File: src/rtl/bus_ctrl_pkg.sv
// Shared definitions for the memory bus controller: FSM encoding and the word
// returned to the core on decode or timeout errors.
package bus_ctrl_pkg;

    typedef enum logic [1:0] {
        ST_IDLE   = 2'd0,
        ST_ACCESS = 2'd1,
        ST_RESP   = 2'd2
    } bus_state_t;

    localparam logic [31:0] BUS_ERR_WORD = 32'hDEADBEEF;

    // Error word sized to the data bus (truncated or zero-extended).
    function automatic logic [63:0] err_word_ext();
        return {32'd0, BUS_ERR_WORD};
    endfunction

endpackage

File: src/rtl/mem_bus_controller_decoder.sv
// Combinational slave decoder: maps the upper address field to a slave index,
// a validity flag and a one-hot chip select.
module bus_addr_decoder
    import bus_ctrl_pkg::*;
#(
    parameter int N_SLAVES = 2,
    parameter int SEL_W    = 1
) (
    input  logic [SEL_W-1:0]    sel_field,
    output logic [SEL_W-1:0]    index,
    output logic                valid,
    output logic [N_SLAVES-1:0] cs
);

    always_comb begin
        index = sel_field;
        valid = (32'(sel_field) < 32'(N_SLAVES));
        cs    = '0;
        for (int i = 0; i < N_SLAVES; i++) begin
            cs[i] = (sel_field == SEL_W'(i));
        end
    end

endmodule

File: src/rtl/mem_bus_controller.sv
// Core data-port to N_SLAVES bus controller: decode, one-hot chip select, wait states,
// registered read data. Optional access timeout enabled by defining BUS_TIMEOUT_EN.
module mem_bus_controller
    import bus_ctrl_pkg::*;
#(
    parameter int DATA_W      = 32,
    parameter int ADDR_W      = 32,
    parameter int N_SLAVES    = 2,
    parameter int SEL_W       = 1,
    parameter int TIMEOUT_CYC = 16
) (
    input  logic                       clk,
    input  logic                       rst_n,
    input  logic                       cpu_req,
    input  logic                       cpu_we,
    input  logic [ADDR_W-1:0]          cpu_addr,
    input  logic [DATA_W-1:0]          cpu_wdata,
    output logic [DATA_W-1:0]          cpu_rdata,
    output logic                       cpu_ready,
    output logic                       cpu_err,
    output logic [N_SLAVES-1:0]        slv_cs,
    output logic                       slv_we,
    output logic [ADDR_W-1:0]          slv_addr,
    output logic [DATA_W-1:0]          slv_wdata,
    input  logic [N_SLAVES*DATA_W-1:0] slv_rdata,
    input  logic [N_SLAVES-1:0]        slv_ready
);

    localparam logic [63:0]       ERR_WORD_64 = err_word_ext();
    localparam logic [DATA_W-1:0] ERR_WORD    = ERR_WORD_64[DATA_W-1:0];

    bus_state_t state;
    bus_state_t state_next;

    logic                we_q;
    logic [SEL_W-1:0]    idx_q;
    logic [N_SLAVES-1:0] cs_q;

    logic [SEL_W-1:0]    dec_index;
    logic                dec_valid;
    logic [N_SLAVES-1:0] dec_cs;

    logic                ready_sel;
    logic [DATA_W-1:0]   rdata_sel;
    logic                timeout;

    bus_addr_decoder #(
        .N_SLAVES (N_SLAVES),
        .SEL_W    (SEL_W)
    ) u_decoder (
        .sel_field (cpu_addr[ADDR_W-1 -: SEL_W]),
        .index     (dec_index),
        .valid     (dec_valid),
        .cs        (dec_cs)
    );

    // Only the latched slave's ready and read data are observed.
    always_comb begin
        ready_sel = 1'b0;
        rdata_sel = '0;
        for (int i = 0; i < N_SLAVES; i++) begin
            if (idx_q == SEL_W'(i)) begin
                ready_sel = slv_ready[i];
                rdata_sel = slv_rdata[i*DATA_W +: DATA_W];
            end
        end
    end

`ifdef BUS_TIMEOUT_EN
    localparam int TO_W = $clog2(TIMEOUT_CYC + 1);
    logic [TO_W-1:0] wait_cnt;

    // Counts ACCESS cycles without ready; held at zero outside ACCESS so each
    // access starts from a clean count.
    always_ff @(posedge clk or negedge rst_n) begin
        if (!rst_n) begin
            wait_cnt <= '0;
        end else if (state != ST_ACCESS) begin
            wait_cnt <= '0;
        end else if (!ready_sel) begin
            wait_cnt <= wait_cnt + 1'b1;
        end
    end

    // Ready arriving in the expiry cycle takes priority over the timeout.
    assign timeout = (state == ST_ACCESS) && !ready_sel
                     && (wait_cnt == TO_W'(TIMEOUT_CYC - 1));
`else
    assign timeout = 1'b0;
`endif

    always_ff @(posedge clk or negedge rst_n) begin
        if (!rst_n) begin
            state <= ST_IDLE;
        end else begin
            state <= state_next;
        end
    end

    always_comb begin
        state_next = state;
        case (state)
            ST_IDLE: begin
                if (cpu_req) begin
                    state_next = dec_valid ? ST_ACCESS : ST_RESP;
                end
            end
            ST_ACCESS: begin
                if (ready_sel || timeout) begin
                    state_next = ST_RESP;
                end
            end
            ST_RESP:  state_next = ST_IDLE;
            default:  state_next = ST_IDLE;
        endcase
    end

    always_comb begin
        cpu_ready = (state == ST_RESP);
        slv_cs    = (state == ST_ACCESS) ? cs_q : '0;
        slv_we    = (state == ST_ACCESS) && we_q;
    end

    // Request latches and response registers; cpu_rdata only moves on read
    // completions and error responses.
    always_ff @(posedge clk or negedge rst_n) begin
        if (!rst_n) begin
            we_q      <= 1'b0;
            idx_q     <= '0;
            cs_q      <= '0;
            slv_addr  <= '0;
            slv_wdata <= '0;
            cpu_rdata <= '0;
            cpu_err   <= 1'b0;
        end else begin
            case (state)
                ST_IDLE: begin
                    if (cpu_req) begin
                        we_q      <= cpu_we;
                        idx_q     <= dec_index;
                        cs_q      <= dec_cs;
                        slv_addr  <= cpu_addr;
                        slv_wdata <= cpu_wdata;
                        if (!dec_valid) begin
                            cpu_err   <= 1'b1;
                            cpu_rdata <= ERR_WORD;
                        end
                    end
                end
                ST_ACCESS: begin
                    if (ready_sel) begin
                        cpu_err <= 1'b0;
                        if (!we_q) begin
                            cpu_rdata <= rdata_sel;
                        end
                    end else if (timeout) begin
                        cpu_err   <= 1'b1;
                        cpu_rdata <= ERR_WORD;
                    end
                end
                ST_RESP: begin
                    cpu_err <= 1'b0;
                end
                default: begin
                    cpu_err <= 1'b0;
                end
            endcase
        end
    end

endmodule

File: config.mk
export PLATFORM = sky130hd
export DESIGN_NAME = mem_bus_controller
export DESIGN_NICKNAME = d
export VERILOG_FILES = /design/src/rtl/bus_ctrl_pkg.sv /design/src/rtl/mem_bus_controller_decoder.sv /design/src/rtl/mem_bus_controller.sv
export SDC_FILE = /design/constraint.sdc
export NUM_CORES = 1
export LEC_CHECK = 0
export CAP_MARGIN = 20
export CORE_UTILIZATION = 39
export DETAILED_ROUTE_END_ITERATION = 8
export PLACE_DENSITY_LB_ADDON = 0.05
export SYNTH_ARGS = -nofsm -noshare
export SYNTH_HDL_FRONTEND = slang
export SYNTH_SLANG_ARGS = --single-unit
File: constraint.sdc
create_clock -name clk -period 1.9 [get_ports clk]
set_input_delay 0.285 -clock clk [delete_from_list [all_inputs] [get_ports clk]]
set_output_delay 0.285 -clock clk [all_outputs]
set_load 0.005 [all_outputs]
# == Word level (Yosys, flattened, before mapping) ==
# Cells that the tools add are included.
# totals
ramBits,0
word_cells,29
n_memories,0
register_bits,103
output_inout_bits,101
latch_bits,0
romBits,0
in_bits,134
# classes
bitwise_logic,3
mul,0
mux,8
n_shift,0
n_eq_ne,4
addsub,0
n_lt_le_gt_ge,0
n_div,0
n_reduce_logical,6
# ops
operator,count
32-bit two-way mux,1
2-bit two-way mux,3
2-bit AND reduction,3
2-bit inequality test (second input constant),2
2-bit case mux with 2 select lines,1
1-bit NOT,3
3-bit AND reduction,1
2-bit by 1-bit == test with 1-bit output (second input constant),1
2-bit == test (second input constant),1
2-bit logical NOT,1
1-bit two-way mux,2
1-bit case mux with 2 select lines,1
1-bit logical AND,1

# == Depth between registers and ports, before layout ==
# logic_depth
ltp_word,3
mapped_depth,5
ltp_nobuf,3

# == Modules after synthesis ==
# From an unflattened synthesis, not the netlist that was laid out.
# hier_totals
hier_cells,309
area_unflattened_um2,4435.5
# modules_own_cells
mod,area_each_um2,instances,seq_area_each_um2,cells_per_inst
mem_bus_controller,4405.5,1,2577.5,304
bus_addr_decoder,30.0,1,0.0,5

# == Worst setup path after synthesis ==
# Ideal clock, no wire load.
# synth_timing
kind,reg2reg
from,reg idx_q
to,reg cpu_rdata[18]
stages_incl_launch_ff,5
arrival_ns,1.453
n_path_buf,2
required_ns,1.773
path_slack_ns,0.320
period_less_slack_ns,1.580
setup_time_ns,0.127
path_cell_list,dfrtp_1 buf_4 clkbuf_1 mux2_2 mux2_1
# synth_via
elab_chain_len,2
elab_cells_between_ends,3
cone_classes,mux: 2; reduce/logical: 1
# synth_lines
item,line,source
from (decl),mem_bus_controller.sv:36,logic [SEL_W-1:0] idx_q;
from (signal assigned),mem_bus_controller.sv:140,idx_q <= dec_index;
1-bit two-way mux,mem_bus_controller.sv:62,if (idx_q == SEL_W'(i)) begin
3-bit AND reduction (no line),--,
to (signal assigned),mem_bus_controller.sv:154,cpu_rdata <= rdata_sel;
to (decl),mem_bus_controller.sv:18,"output logic [DATA_W-1:0] cpu_rdata,"
# Parallel ways exist; a longest one is shown, timed or not.
# A chain may end at the register's enable or synchronous reset.

# == Final worst setup path ==
# layout_timing
from,reg state[1]
to,reg slv_addr[28]
# layout_via
elab_chain_len,2
# layout_lines
item,line,source
from (decl),mem_bus_controller.sv:32,bus_state_t state;
from (signal assigned),mem_bus_controller.sv:96,state <= state_next;
2-bit logical NOT,mem_bus_controller.sv:136,case (state)
2-bit AND reduction (no line),--,
to (signal assigned),mem_bus_controller.sv:142,slv_addr <= cpu_addr;
to (decl),mem_bus_controller.sv:23,"output logic [ADDR_W-1:0] slv_addr,"
# No other way between the ends.

==> qor.yml <==
global_routing:
  grt_pass1_wl_um: 16190
  grt_max_degree: 43
  grt_overflow: 0
  grt_pass1_vias: 3112
  grt_use_total_pct: 18.90
  grt_antenna_before_repair: 0
cts:
  cts.path.max_buffers: 2
  cts_tree: "yes"
  numCtsBuffers: 9
  htreeDepth: 3
  cts_num_sinks: 100
  cts-root-buf: "clkbuf_8"
  clock_latency_ns: 0.36
  clk_pin_slew_ns: 0.09
timing:
  fin_crit_ns: 1.791
  final-setup-viol-count: 0
  tns_ns: 0
  slew_violations: 0
  hold_viol: 0
  rsz0062_at_grt: "false"
  skew_ns: 0.009231
  timing.final.crit_share_pct: 94.28
  fmax_ghz: 0.5583
routing:
  dr.pass1.iters: 2
  wl_per_cell_um: 15.99
  vias: 2990
  routed_via_density: 4.657
  drc: 0
  drt_iter0_drc: 51
  final_antenna_net_count: 0
  drt_wl_total_um: 10260
synth:
  yosysWarnings: 0
  syn_area_um2: 4175
  syn_inst: 260
  synth_fp_nets: 394
  synth_cell_types: 17
  ys_seq_area_share_pct: 59.93
  synth_area_per_cell_um2: 16.06
  synth_seq_cells: 100
placement:
  port_buffers: 233
  place_congestion: 0.6929
  hpwl_um: 7837
critical_path:
  critPathCaptureType: "flop"
  crit_path_start: "state[1]$_DFFE_PN0P_"
  r2r-start: "state[1]$_DFFE_PN0P_"
  cpLargestDelayFamily: "buffers and inverters"
  slowest_delay_ns: 0.43
  worst_r2r_path_depth: 5
  crit_chain: "buf_4, buf_4, nor3b_4, buf_4, mux2_2"
  arrival_ns: 2.04
  required_ns: 2.15
  cp_slowest_cell: "dfrtp_2"
  crit_type: "reg2reg"
  cp_num_buf_inv: 3
  crit_top_cell: "buf_4"
  crit_cells: 5
  cp_max_fo: 17
  setup.worst_path.start_class: "flop"
finish:
  area.growth.synth_to_final_pct: 66.35
  utilization_pct: 66.98
  drive_above_1_share_pct: 31.42
  nNetsFinal: 635
  n_antenna_cell: 0
floorplan:
  die_area_um2: 11120
  die_h_um: 105.5
  io_pins: 235
  die_w_um: 105.5
  start_util_pct: 40.26
  core_um2: 10370
  row_count: 37
outcome:
  status: "finished clean"
power_and_ir_drop:
  p_per_area_nw_per_um2: 1473
  total_power_uw: 10230
  vdd_drop_max_mv: 0.7009
  p_leak_uw: 0.002862
job:
  drv_cap: 0
min_path:
  hp-class: "in2async"
cells in the final DEF, fill, tap and decap left out, drive strengths merged:
| cell type | count |
|---|---|
| a21oi | 1 |
| mux2i | 2 |
| nor3b | 1 |
| bufinv | 1 |
| buf | 13 |
| clkdlybuf4s50 | 228 |
| and2 | 3 |
| clkinvlp | 2 |
| dfrtp | 100 |
| dlymetal6s2s | 4 |
| nor2 | 3 |
| clkbuf | 13 |
| nor3 | 1 |
| dlygate4sd3 | 1 |
| nand2b | 1 |
| conb | 1 |
| mux2 | 129 |
| nor2b | 2 |
path summary, 6_finish.rpt:
kind | endpoint | slack (ns)
max in group asynchronous | idx_q$_DFFE_PN0P_ | 0.92
max | slv_addr[28]$_DFFE_PN0P_ | 0.11
max reg2reg | slv_addr[28]$_DFFE_PN0P_ | 0.11
min reg2reg | cpu_rdata[18]$_DFFE_PN0P_ | 0.49
min | slv_addr[8]$_DFFE_PN0P_ | 0.40
min in group clk | cpu_rdata[18]$_DFFE_PN0P_ | 0.49
Yosys cell counts:
cell type	count	area (um2)
clkbuf_1	3	11.26
nor2_1	3	11.26
mux2_1	3	33.78
mux2i_1	1	10.01
buf_4	6	45.04
nor3_4	1	16.27
nand2b_1	1	6.260
a21oi_1	1	5.000
nor2b_1	2	12.51
mux2i_2	1	13.76
mux2_2	126	1419
dfrtp_1	100	2502
conb_1	1	3.750
buf_6	3	33.78
buf_2	4	20.02
and2_1	3	18.77
nor3b_2	1	12.51
logic make-up after synthesis:
kind of cell           share of synthesized area (%)
AO/OA/AOI/OAI                                 0.1198
buffers and inverters                          2.637
flip-flops                                     59.93
multiplexers                                   35.36
other                                        0.08981
AND/OR/NAND/NOR                                1.858
repair_timing:
item / 4_1_cts / 5_1_grt
resized for setup: 2 / 6
endpoints found under the hold margin: 27 / 0
buffers inserted: 2 / 0
hold buffers: 1 / 0
endpoints found under the setup margin: 3 / 5
registers in the layout, indices dropped and copies added (netlist names):
signal     cells
we_q           1
slv_addr      31
cpu_rdata     32
slv_wdata     32
idx_q          1
cs_q           1
state          2
where the power goes:
group / internal, uW / leakage (uW) / switching [uW]
clock network: 683 / 0.0000959 / 710
registers: 3220 / 0.00117 / 559
logic: 3530 / 0.00159 / 1520
total: 7440 / 0.00286 / 2790
metrics by stage:
stage	instances	setup WS (ns)	hold WS [ns]	cell area (um2)
6_report	642	0.1087	0.4002	6945
3_5_place_dp	623	0.02176	0.2416	6696
5_1_grt	642	0.007476	0.4178	6945
2_1_floorplan	260	0.3200	-0.01059	4175
4_1_cts	642	0.01892	0.3976	6929
3_3_place_gp	623	0.08416	0.2373	6696
per-layer routing:
metal	vias to the layer above	global-route usage, %	share of wire [%]
met3	11	6.555	9.3
met1	1451	21.26	38
li1	1395	-	-
met2	133	33.32	51
met5	-	0	0
met4	0	6.237	1.5
final cells by class:
cell class / count / area, um2
repair buffers: 246 / 2490
clock buffers: 13 / 158.9
clock inverters: 3 / 45.04
flip-flops and latches: 100 / 2505
multi-input cells: 144 / 1577
well taps: 136 / 170.2
fillers: 794 / 3425
(Power assumes the default switching activity.)
